[src/rtl/win_scan_ctrl.sv]
// Sequential Connect 4 win checker: walks the board through one synchronous read
// port, cell by cell, in four directions around the placed token.
module win_scan_ctrl #(
   parameter int ROWS    = 6,
   parameter int COLS    = 7,
   parameter int WIN_LEN = 4
) (
   input  logic       Clock,
   input  logic       Resetn,
   input  logic       start,
   input  logic [2:0] row,
   input  logic [2:0] col,
   input  logic [1:0] player,
   output logic       rd_en,
   output logic [5:0] rd_addr,
   input  logic [1:0] rd_data,
   output logic       busy,
   output logic       done,
   output logic       win,
   output logic [1:0] win_dir
);

   typedef enum logic [2:0] {
      IDLE     = 3'd0,
      STEP     = 3'd1,
      WAIT     = 3'd2,
      HALF_END = 3'd3,
      FINISH   = 3'd4
   } state_t;

   localparam logic [2:0]        ROW_LIM    = 3'(ROWS);
   localparam logic [2:0]        COL_LIM    = 3'(COLS);
   localparam logic signed [4:0] ROW_LIM_S  = 5'(ROWS);
   localparam logic signed [4:0] COL_LIM_S  = 5'(COLS);
   localparam logic [5:0]        COLS_W     = 6'(COLS);
   localparam logic [3:0]        WIN_LEN_W  = 4'(WIN_LEN);
   localparam logic [1:0]        K_LAST     = 2'(WIN_LEN - 1);

   state_t            state_r, state_nx_s;
   logic [2:0]        row_r, row_nx_s;
   logic [2:0]        col_r, col_nx_s;
   logic [1:0]        player_r, player_nx_s;
   logic [1:0]        dir_r, dir_nx_s;
   logic              sgn_r, sgn_nx_s;         // 1 = walking the minus sense
   logic [1:0]        k_r, k_nx_s;
   logic [2:0]        count_r, count_nx_s;
   logic              win_r, win_nx_s;
   logic [1:0]        win_dir_r, win_dir_nx_s;

   logic              rd_en_r;
   logic [5:0]        rd_addr_r;
   logic              busy_r;
   logic              done_r;

   logic signed [4:0] k_ext_s;
   logic signed [4:0] step_row_s, step_col_s;
   logic signed [4:0] tgt_row_s, tgt_col_s;
   logic              tgt_inb_s;
   logic [5:0]        tgt_addr_s;
   logic              read_go_s;

   function automatic logic signed [4:0] dir_dr(input logic [1:0] d);
      logic signed [4:0] v;
      case (d)
         2'd0:    v = 5'sd0;
         2'd1:    v = 5'sd1;
         2'd2:    v = -5'sd1;
         2'd3:    v = 5'sd1;
         default: v = 5'sd0;
      endcase
      return v;
   endfunction

   function automatic logic signed [4:0] dir_dc(input logic [1:0] d);
      logic signed [4:0] v;
      case (d)
         2'd0:    v = 5'sd1;
         2'd1:    v = 5'sd0;
         2'd2:    v = 5'sd1;
         2'd3:    v = 5'sd1;
         default: v = 5'sd0;
      endcase
      return v;
   endfunction

   // Next walk target, taken from next-cycle registers so the read strobe can be registered
   always_comb begin
      k_ext_s    = $signed({3'b000, k_nx_s});
      step_row_s = dir_dr(dir_nx_s) * k_ext_s;
      step_col_s = dir_dc(dir_nx_s) * k_ext_s;
      if (sgn_nx_s) begin
         tgt_row_s = $signed({2'b00, row_nx_s}) - step_row_s;
         tgt_col_s = $signed({2'b00, col_nx_s}) - step_col_s;
      end else begin
         tgt_row_s = $signed({2'b00, row_nx_s}) + step_row_s;
         tgt_col_s = $signed({2'b00, col_nx_s}) + step_col_s;
      end
      // five signed bits hold 8 and 9 without wrapping into the board
      tgt_inb_s  = (tgt_row_s >= 5'sd0) && (tgt_row_s < ROW_LIM_S) &&
                   (tgt_col_s >= 5'sd0) && (tgt_col_s < COL_LIM_S);
      tgt_addr_s = ({3'b000, tgt_row_s[2:0]} * COLS_W) + {3'b000, tgt_col_s[2:0]};
      read_go_s  = (state_nx_s == STEP) && tgt_inb_s;
   end

   // Scan sequencing: next state and next values of the walk registers
   always_comb begin
      state_nx_s   = state_r;
      row_nx_s     = row_r;
      col_nx_s     = col_r;
      player_nx_s  = player_r;
      dir_nx_s     = dir_r;
      sgn_nx_s     = sgn_r;
      k_nx_s       = k_r;
      count_nx_s   = count_r;
      win_nx_s     = win_r;
      win_dir_nx_s = win_dir_r;
      case (state_r)
         IDLE: begin
            if (start) begin
               row_nx_s     = row;
               col_nx_s     = col;
               player_nx_s  = player;
               dir_nx_s     = 2'd0;
               sgn_nx_s     = 1'b0;
               k_nx_s       = 2'd1;
               count_nx_s   = 3'd1;
               win_nx_s     = 1'b0;
               win_dir_nx_s = 2'd0;
               if ((row >= ROW_LIM) || (col >= COL_LIM) || (player == 2'b00)) begin
                  state_nx_s = FINISH;
               end else begin
                  state_nx_s = STEP;
               end
            end else begin
               state_nx_s = IDLE;
            end
         end
         STEP: begin
            if (rd_en_r) begin
               state_nx_s = WAIT;
            end else begin
               state_nx_s = HALF_END;
            end
         end
         WAIT: begin
            if (rd_data == player_r) begin
               if (({1'b0, count_r} + 4'd1) >= WIN_LEN_W) begin
                  win_nx_s     = 1'b1;
                  win_dir_nx_s = dir_r;
                  state_nx_s   = FINISH;
               end else begin
                  count_nx_s = count_r + 3'd1;
                  if (k_r == K_LAST) begin
                     state_nx_s = HALF_END;
                  end else begin
                     k_nx_s     = k_r + 2'd1;
                     state_nx_s = STEP;
                  end
               end
            end else begin
               state_nx_s = HALF_END;
            end
         end
         HALF_END: begin
            if (!sgn_r) begin
               sgn_nx_s   = 1'b1;
               k_nx_s     = 2'd1;
               state_nx_s = STEP;
            end else if (dir_r == 2'd3) begin
               state_nx_s = FINISH;
            end else begin
               dir_nx_s   = dir_r + 2'd1;
               sgn_nx_s   = 1'b0;
               k_nx_s     = 2'd1;
               count_nx_s = 3'd1;
               state_nx_s = STEP;
            end
         end
         FINISH: begin
            state_nx_s = IDLE;
         end
         default: begin
            state_nx_s = IDLE;
         end
      endcase
   end

   // State and walk registers
   always_ff @(posedge Clock or negedge Resetn) begin
      if (!Resetn) begin
         state_r   <= IDLE;
         row_r     <= 3'd0;
         col_r     <= 3'd0;
         player_r  <= 2'd0;
         dir_r     <= 2'd0;
         sgn_r     <= 1'b0;
         k_r       <= 2'd1;
         count_r   <= 3'd1;
         win_r     <= 1'b0;
         win_dir_r <= 2'd0;
      end else begin
         state_r   <= state_nx_s;
         row_r     <= row_nx_s;
         col_r     <= col_nx_s;
         player_r  <= player_nx_s;
         dir_r     <= dir_nx_s;
         sgn_r     <= sgn_nx_s;
         k_r       <= k_nx_s;
         count_r   <= count_nx_s;
         win_r     <= win_nx_s;
         win_dir_r <= win_dir_nx_s;
      end
   end

   // Registered status and read-port outputs, aligned with the state they belong to
   always_ff @(posedge Clock or negedge Resetn) begin
      if (!Resetn) begin
         rd_en_r   <= 1'b0;
         rd_addr_r <= 6'd0;
         busy_r    <= 1'b0;
         done_r    <= 1'b0;
      end else begin
         rd_en_r   <= read_go_s;
         rd_addr_r <= read_go_s ? tgt_addr_s : 6'd0;
         busy_r    <= (state_nx_s != IDLE);
         done_r    <= (state_nx_s == FINISH);
      end
   end

   assign rd_en   = rd_en_r;
   assign rd_addr = rd_addr_r;
   assign busy    = busy_r;
   assign done    = done_r;
   assign win     = win_r;
   assign win_dir = win_dir_r;

endmodule

[config.mk]
export PLATFORM = sky130hd
export DESIGN_NAME = win_scan_ctrl
export DESIGN_NICKNAME = d
export VERILOG_FILES = /design/src/rtl/win_scan_ctrl.sv
export SDC_FILE = /design/constraint.sdc
export NUM_CORES = 1
export LEC_CHECK = 0
export BUFFER_PORTS_ARGS = -buffer_cell sky130_fd_sc_hd__buf_2
export CAP_MARGIN = 20
export CELL_PAD_IN_SITES_DETAIL_PLACEMENT = 0
export CELL_PAD_IN_SITES_GLOBAL_PLACEMENT = 1
export CORE_UTILIZATION = 46
export CTS_CLUSTER_DIAMETER = 80
export DETAILED_ROUTE_END_ITERATION = 16
export PLACE_DENSITY = 0.8
export SLEW_MARGIN = 10
export SYNTH_ARGS = -nofsm -noshare
export SYNTH_HDL_FRONTEND = slang
export SYNTH_SLANG_ARGS = --single-unit
[constraint.sdc]
create_clock -name Clock -period 7.35 [get_ports Clock]
set_input_delay 0.735 -clock Clock [delete_from_list [all_inputs] [get_ports Clock]]
set_output_delay 0.735 -clock Clock [all_outputs]
set_load 0.005 [all_outputs]
==> metrics.md, run 1 <==
| Metric | Value |
|---|---|
| Post-CTS Setup Repair Bufs | `0` |
| Width of the chip | `approximately 74 um` |
| Number of vias after detailed routing | `approximately 1900` |
| Clk_lat worst skew | `around 0.28 ns` |
| Overall track demand over capacity in global routing | `roughly 22%` |
| DP Wirelength | `between 4 and 5 mm` |
| Number of antenna violations at the first check in global routing | `0` |
| CTS tree | `done` |
| Number of standard cells after synthesis | `250` |
| Max-slew violation count | `0` |
| Most used cells in the layout excluding fill and tap cells | `29 x dfrtp_1, 25 x nand2_1, 24 x buf_2, 22 x inv_1, 22 x ha_1` |
| Critical Setup Path Class | `flop to flop` |
| Synthesis-stage register bit count | `31` |
| TritonCTS buffer count | `5` |
| Clock Pin Slew Worst Setup and Hold Paths | `around 0.06 ns` |
| Max Fclk | `between 0.15 and 0.2 GHz` |
| Quantity of gates resized following cts | `0` |
| Die area | `between 0.005 and 0.006 sq mm` |
| PortBufs | `24` |
| FFs w/ async S/R, synth | `100%` |
| Data required time at the worst endpoint | `about 7.5 ns` |
| Delay contributed by the slowest stage of the critical path | `about 0.81 ns` |
| Diodes inserted | `0` |
| Syn. warnings | `0` |
| Sink count of the clock tree | `31` |
| Area Growth Syn to Fin | `11.7%` |
| Total standard cell area after synthesis | `around 0.0024 sq mm` |
| Remaining routing DRC violations | `0` |
| Max-cap violations | `0` |
| CP delay by family, top | `adder cells` |
| Sequential fraction of the synthesis area | `approximately a third` |
| Flip-flop cell with the highest count after synthesis | `dfrtp_1` |
| Aggregate routed wire length | `about 5 mm` |
| Most repeated library cell on the critical path | `fa_1` |
| Setup repair after global routing missed its margin | `no` |
| Row count | `25` |
| Startpoint kind of the worst setup timing path | `flop` |
| Area of the core | `about 0.0048 sq mm` |
| Number of unique standard cell types used by synthesis | `60` |
| DRC marker count from the first detailed-route iteration | `between 150 and 200` |
| Final worst path period share | `between 80% and 90%` |
| Number of setup violations in the final report | `0` |
| Buffers and inverters on the worst path | `1` |
| Worst setup EP type | `flop` |
| Hold Path Class | `primary input to async pin` |
| Pin count of the biggest net entering global routing | `32` |
| Worst Path Arrival | `6.25 ns` |
| Run status | `completed` |
| Worst hold slack across all endpoints | `just under 0.5 ns` |
| Via count of the first global-routing pass | `between 1500 and 2000` |
| Final net count | `approximately 320` |
| Least-Margin Pin Slew | `0.928 ns` |
| Clk_skew | `0.00831 ns` |
| CTS root buffer | `clkbuf_8` |
| Detail Route Antenna Nets | `0` |
| Hold Vio Cnt, Final | `0` |
| Initial core utilization | `around 49%` |
| Final min period | `around 6.1 ns` |
| Most frequent standard cell in the layout excluding fill and tap cells | `dfrtp_1` |
| Cells along the critical path | `or4b_1 -> o2111a_1 -> a31oi_1 -> and2_1 -> ha_1 -> inv_1 -> ha_1 -> mux2_2 -> fa_1 -> xnor2_1 -> fa_1 -> fa_1 -> fa_1 -> a21o_1 -> a21oi_1 -> xor2_1 -> nor4_1` |
| Global-route wire length before repair | `roughly 8.7 mm` |
| Net Count, Synth | `just under 300` |
| WL/cell | `roughly 15 um` |
| Syn_area_per_cell | `~9.4 sq um` |
| Detailed-routing iteration count for the pre-antenna-repair pass | `4` |
| Grt ovf | `0` |
| Layout cell share with drive strength beyond 1 | `between 15 and 20%` |
| Final TNS setup | `0 ns` |
| Number of buffers on the longest clock path | `2` |
| Vertical die dimension | `73.5 um` |
| CTS H-Tree Depth | `2` |
| Register-to-Register Setup Slack | `approximately 1.3 ns` |
| FILL cells | `around 460` |
| Drt via density | `~5.4` |
| Number of hold-repair buffers added at the cts stage | `0` |
| Num ports | `25` |
| Final Wtd Congestion | `0.859` |
| Max Fanout on Critical Path | `17` |
| Slowest cell on crit path | `or4b_1` |
| Worst slew margin | `between 30% and 40%` |
| Post-synth EDFFs | `0` |
-- final timing paths --
check	start	cells past startpoint	endpoint
worst max-delay path	state_r[1]$_DFF_PN0_	17	rd_addr[5]$_DFF_PN0_
worst max register to register	state_r[1]$_DFF_PN0_	17	rd_addr[5]$_DFF_PN0_
worst min-delay path	Resetn	1	count_r[1]$_DFFE_PN0P_
worst min register to register	row_r[2]$_DFF_PN0_	2	row_r[2]$_DFF_PN0_
max in group asynchronous	Resetn	1	rd_addr[0]$_DFF_PN0_
min in group Clock	row_r[2]$_DFF_PN0_	2	row_r[2]$_DFF_PN0_
-- synth_stat cells (all sizes together) (3+ instances only) --
cell	n	area [sq um]
nor2b	4	25.0
buf	3	15.0
and2	11	68.8
or3	3	18.8
nor4	3	18.8
nand3	5	25.0
fa	7	140
nand2	25	93.8
nor4b	4	35.0
clkbuf	5	18.8
xor2	4	35.0
xnor2	5	43.8
dfrtp	29	726
nor3	4	25.0
a21o	4	30.0
o2bb2ai	3	26.3
o21ai	10	50.0
nor3b	3	27.5
a21oi	8	40.0
inv	22	82.6
nor2	17	63.8
o221ai	3	26.3
ha	22	275
-- layer usage --
layer | vias up | part of all wire (%) | global-route usage (%)
met3 | 14 | 3.9 | 4.39
met1 | 860 | 46 | 26.6
met4 | 0 | 3.6 | 11.8
met2 | 47 | 47 | 35.8
met5 | - | 0 | 0
li1 | 942 | - | -
-- cell type report --
| cell class | instances | area, sq um | area share [%] |
|---|---|---|---|
| multi-input combinational | 189 | 1470 | 55.7 |
| sequential | 31 | 778 | 29.6 |
| timing repair buffer | 25 | 128 | 4.85 |
| clock buffer | 7 | 86.3 | 3.28 |
| tap | 67 | 83.8 | 3.19 |
| inverter | 22 | 82.6 | 3.14 |
| clock inverter | 1 | 5.00 | 0.190 |
-- cell families after synthesis --
group / after synthesis / synth area share (%)
xor+xnor: 9 / 3.35
compound gates: 56 / 18.3
fa+ha+maj: 29 / 17.6
mux: 4 / 1.81
simple gates: 91 / 20.9
flops: 31 / 33.1
buf+inv: 30 / 4.94
-- state kept, by name (all words and copies together) (netlist names) --
register / cells
row_r: 3
k_r: 2
win_dir: 2
sgn_r: 1
done: 1
rd_en: 1
col_r: 3
win: 1
player_r: 2
count_r: 3
dir_r: 2
rd_addr: 6
busy: 1
state_r: 3
-- stage by stage --
step           std cells  utilization, %  setup slack (ns)  cell area, sq um
2_1_floorplan        250               -              1.76              2350
3_3_place_gp         334            52.7              1.30              2540
3_5_place_dp         334            52.7              1.13              2540
4_1_cts              342            54.6              1.26              2630
5_1_grt              342            54.6             0.879              2630
6_report             342            54.6              1.28              2630
Power of run 1 is not shown: default switching activity piles up to over one toggle a cycle in this logic, so the estimate is an artifact.
==> run 2: changes to the inputs <==
==> constraint.sdc (replaced) <==
create_clock -name Clock -period 5.9 [get_ports Clock]
set_input_delay 0.59 -clock Clock [delete_from_list [all_inputs] [get_ports Clock]]
set_output_delay 0.59 -clock Clock [all_outputs]
set_load 0.005 [all_outputs]
==> metrics.md, run 2 (synthesis gave the netlist of run 1 again) <==
| Metric | Value |
|---|---|
| Initial core utilization | `48.9% (unchanged)` |
| Critical Setup Path Class | `flop to flop` |
| Sink count of the clock tree | `31 (unchanged)` |
| Min setup slack post-route | `0.321 ns (-0.958 ns)` |
| Least-Margin Pin Slew | `0.941 ns (+0.0130 ns)` |
| Delay contributed by the slowest stage of the critical path | `0.55 ns (-0.26 ns)` |
| Aggregate routed wire length | `5.27 mm (+2.8%)` |
| Remaining routing DRC violations | `0 (unchanged)` |
| Cell depth of the worst flop-to-flop path | `18 (+1)` |
| Run status | `completed` |
| Num ports | `25 (unchanged)` |
| Final net count | `321 (+1.6%)` |
| Final TNS setup | `0 ns (unchanged)` |
| Width of the chip | `73.5 um (unchanged)` |
| Final Wtd Congestion | `0.867 (+1.0%)` |
| Detail Route Antenna Nets | `0 (unchanged)` |
| Overall track demand over capacity in global routing | `22.8% (+1.1 points)` |
| Data required time at the worst endpoint | `6.07 ns (-1.46 ns)` |
| Clk_skew | `0.00711 ns (-0.00120 ns)` |
| Area Growth Syn to Fin | `14.2%` |
| Max-slew violation count | `0 (unchanged)` |
| Clock Pin Slew Worst Setup and Hold Paths | `0.07 ns (about the same)` |
| PortBufs | `24 (unchanged)` |
| Final min period | `5.58 ns (-0.492 ns)` |
| Hold Path Class | `primary input to async pin` |
| TritonCTS buffer count | `5 (unchanged)` |
| Most used cells in the layout excluding fill and tap cells | `29 x dfrtp_1, 25 x nand2_1, 24 x buf_2, 22 x inv_1, 22 x ha_1` |
| Number of antenna violations at the first check in global routing | `0 (unchanged)` |
| Number of setup violations in the final report | `0 (unchanged)` |
| Final worst path period share | `94.6% (+12 points)` |
| Die area | `0.00541 sq mm (unchanged)` |
| Diodes inserted | `0 (unchanged)` |
| Max FFs per register | `6 (unchanged)` |
| DP Wirelength | `4.13 mm (+2.7%)` |
| Worst setup EP type | `flop` |
| Setup repair after global routing missed its margin | `no` |
| Row count | `25 (unchanged)` |
| CTS tree | `done` |
| Drt via density | `5.50 (+0.94%)` |
| Most frequent standard cell in the layout excluding fill and tap cells | `dfrtp_1` |
| Vertical die dimension | `73.5 um (unchanged)` |
| CTS H-Tree Depth | `2 (unchanged)` |
| CP delay by family, top | `adder cells` |
| Worst slew margin | `37.1% (-0.87 points)` |
| Clk_lat worst skew | `0.28 ns (about the same)` |
| DRC marker count from the first detailed-route iteration | `182 (+18%)` |
| Cell count along the critical path | `18 (+1)` |
| Max Fclk | `0.179 GHz (+8.8%)` |
| Via count of the first global-routing pass | `1996 (+7.4%)` |
| CTS root buffer | `clkbuf_8` |
| Grt ovf | `0 (unchanged)` |
| Slowest cell on crit path | `or4b_1` |
| Number of vias after detailed routing | `1908 (+2.4%)` |
| Startpoint kind of the worst setup timing path | `flop` |
| Worst Path Arrival | `5.75 ns (-0.50 ns)` |
| Global-route wire length before repair | `9.29 mm (+6.7%)` |
| Number of buffers on the longest clock path | `2 (unchanged)` |
| Cells along the critical path | `buf_4 -> or4b_1 -> o2111a_1 -> a31oi_2 -> and2_1 -> ha_1 -> inv_1 -> ha_1 -> mux2_2 -> fa_1 -> inv_1 -> fa_1 -> fa_1 -> fa_1 -> a21o_1 -> a21oi_1 -> xor2_1 -> nor4_1` |
| Pre-CTS setup slack | `0.190 ns (-0.936 ns)` |
| WL/cell | `15.2 um (+1.3%)` |
| Max Fanout on Critical Path | `10 (-7)` |
| Detailed-routing iteration count for the pre-antenna-repair pass | `4 (unchanged)` |
| Pin count of the biggest net entering global routing | `32 (unchanged)` |
| Hold Vio Cnt, Final | `0 (unchanged)` |
| Number of hold-repair buffers added at the cts stage | `0 (unchanged)` |
| Max-cap violations | `0 (unchanged)` |
| Buffers and inverters on the worst path | `3 (+2)` |
| Most repeated library cell on the critical path | `fa_1` |
| Layout cell share with drive strength beyond 1 | `17.9% (+1.9 points)` |
| Area of the core | `0.00482 sq mm (unchanged)` |
run 2: cell type report:
type	instances	area, sq um
fill	473	2130
multi-input combinational	189	1480
sequential	31	778
timing repair buffer	30	165
clock buffer	8	100
tap	67	83.8
inverter	22	82.6
run 2: final timing paths:
path / from / to / slack (ns)
max: state_r[0]$_DFF_PN0_ / rd_addr[5]$_DFF_PN0_ / 0.32
min reg2reg: row_r[2]$_DFF_PN0_ / row_r[2]$_DFF_PN0_ / 0.49
min in group Clock: row_r[2]$_DFF_PN0_ / row_r[2]$_DFF_PN0_ / 0.49
max in group asynchronous: Resetn / rd_addr[1]$_DFF_PN0_ / 5.09
max reg2reg: state_r[0]$_DFF_PN0_ / rd_addr[5]$_DFF_PN0_ / 0.32
min: Resetn / player_r[1]$_DFFE_PN0P_ / 0.35
run 2: metal layers:
metal / vias to the layer above / GRT usage (%) / wire, um
li1: 953 / - / -
met2: 35 / 37.7 / 2480
met3: 14 / 3.84 / 119
met5: - / 0 / 0
met1: 906 / 29.1 / 2480
met4: 0 / 10.5 / 186
run 2: through the flow:
stage | instance area [sq um] | std cells | hold slack (ns) | util, %
floorplan | 2350 | 250 | 0.294 | -
global placement | 2570 | 339 | 0.480 | 53.5
detailed placement | 2570 | 339 | 0.483 | 53.5
CTS | 2680 | 347 | 0.383 | 55.5
global route | 2690 | 347 | 0.416 | 55.8
finish | 2690 | 347 | 0.350 | 55.8
run 2: timing repair:
| item | 4_1_cts | 5_1_grt |
|---|---|---|
| setup endpoints to repair | 0 | 1 |
| setup buffers | 0 | 0 |
| gates resized for setup | 0 | 2 |
run 2: worst reg2reg max path: stages, from the launching register on:
cell      delay [ns]
dfrtp_1         0.46
buf_4           0.21
or4b_1          0.55
o2111a_1        0.23
a31oi_2         0.22
and2_1          0.21
ha_1            0.27
inv_1           0.07
ha_1            0.22
mux2_2          0.28
fa_1            0.54
inv_1           0.12
fa_1            0.54
fa_1            0.46
fa_1            0.47
a21o_1          0.19
a21oi_1         0.16
xor2_1          0.08
nor4_1          0.18
Power of run 2 is left out for the same reason.
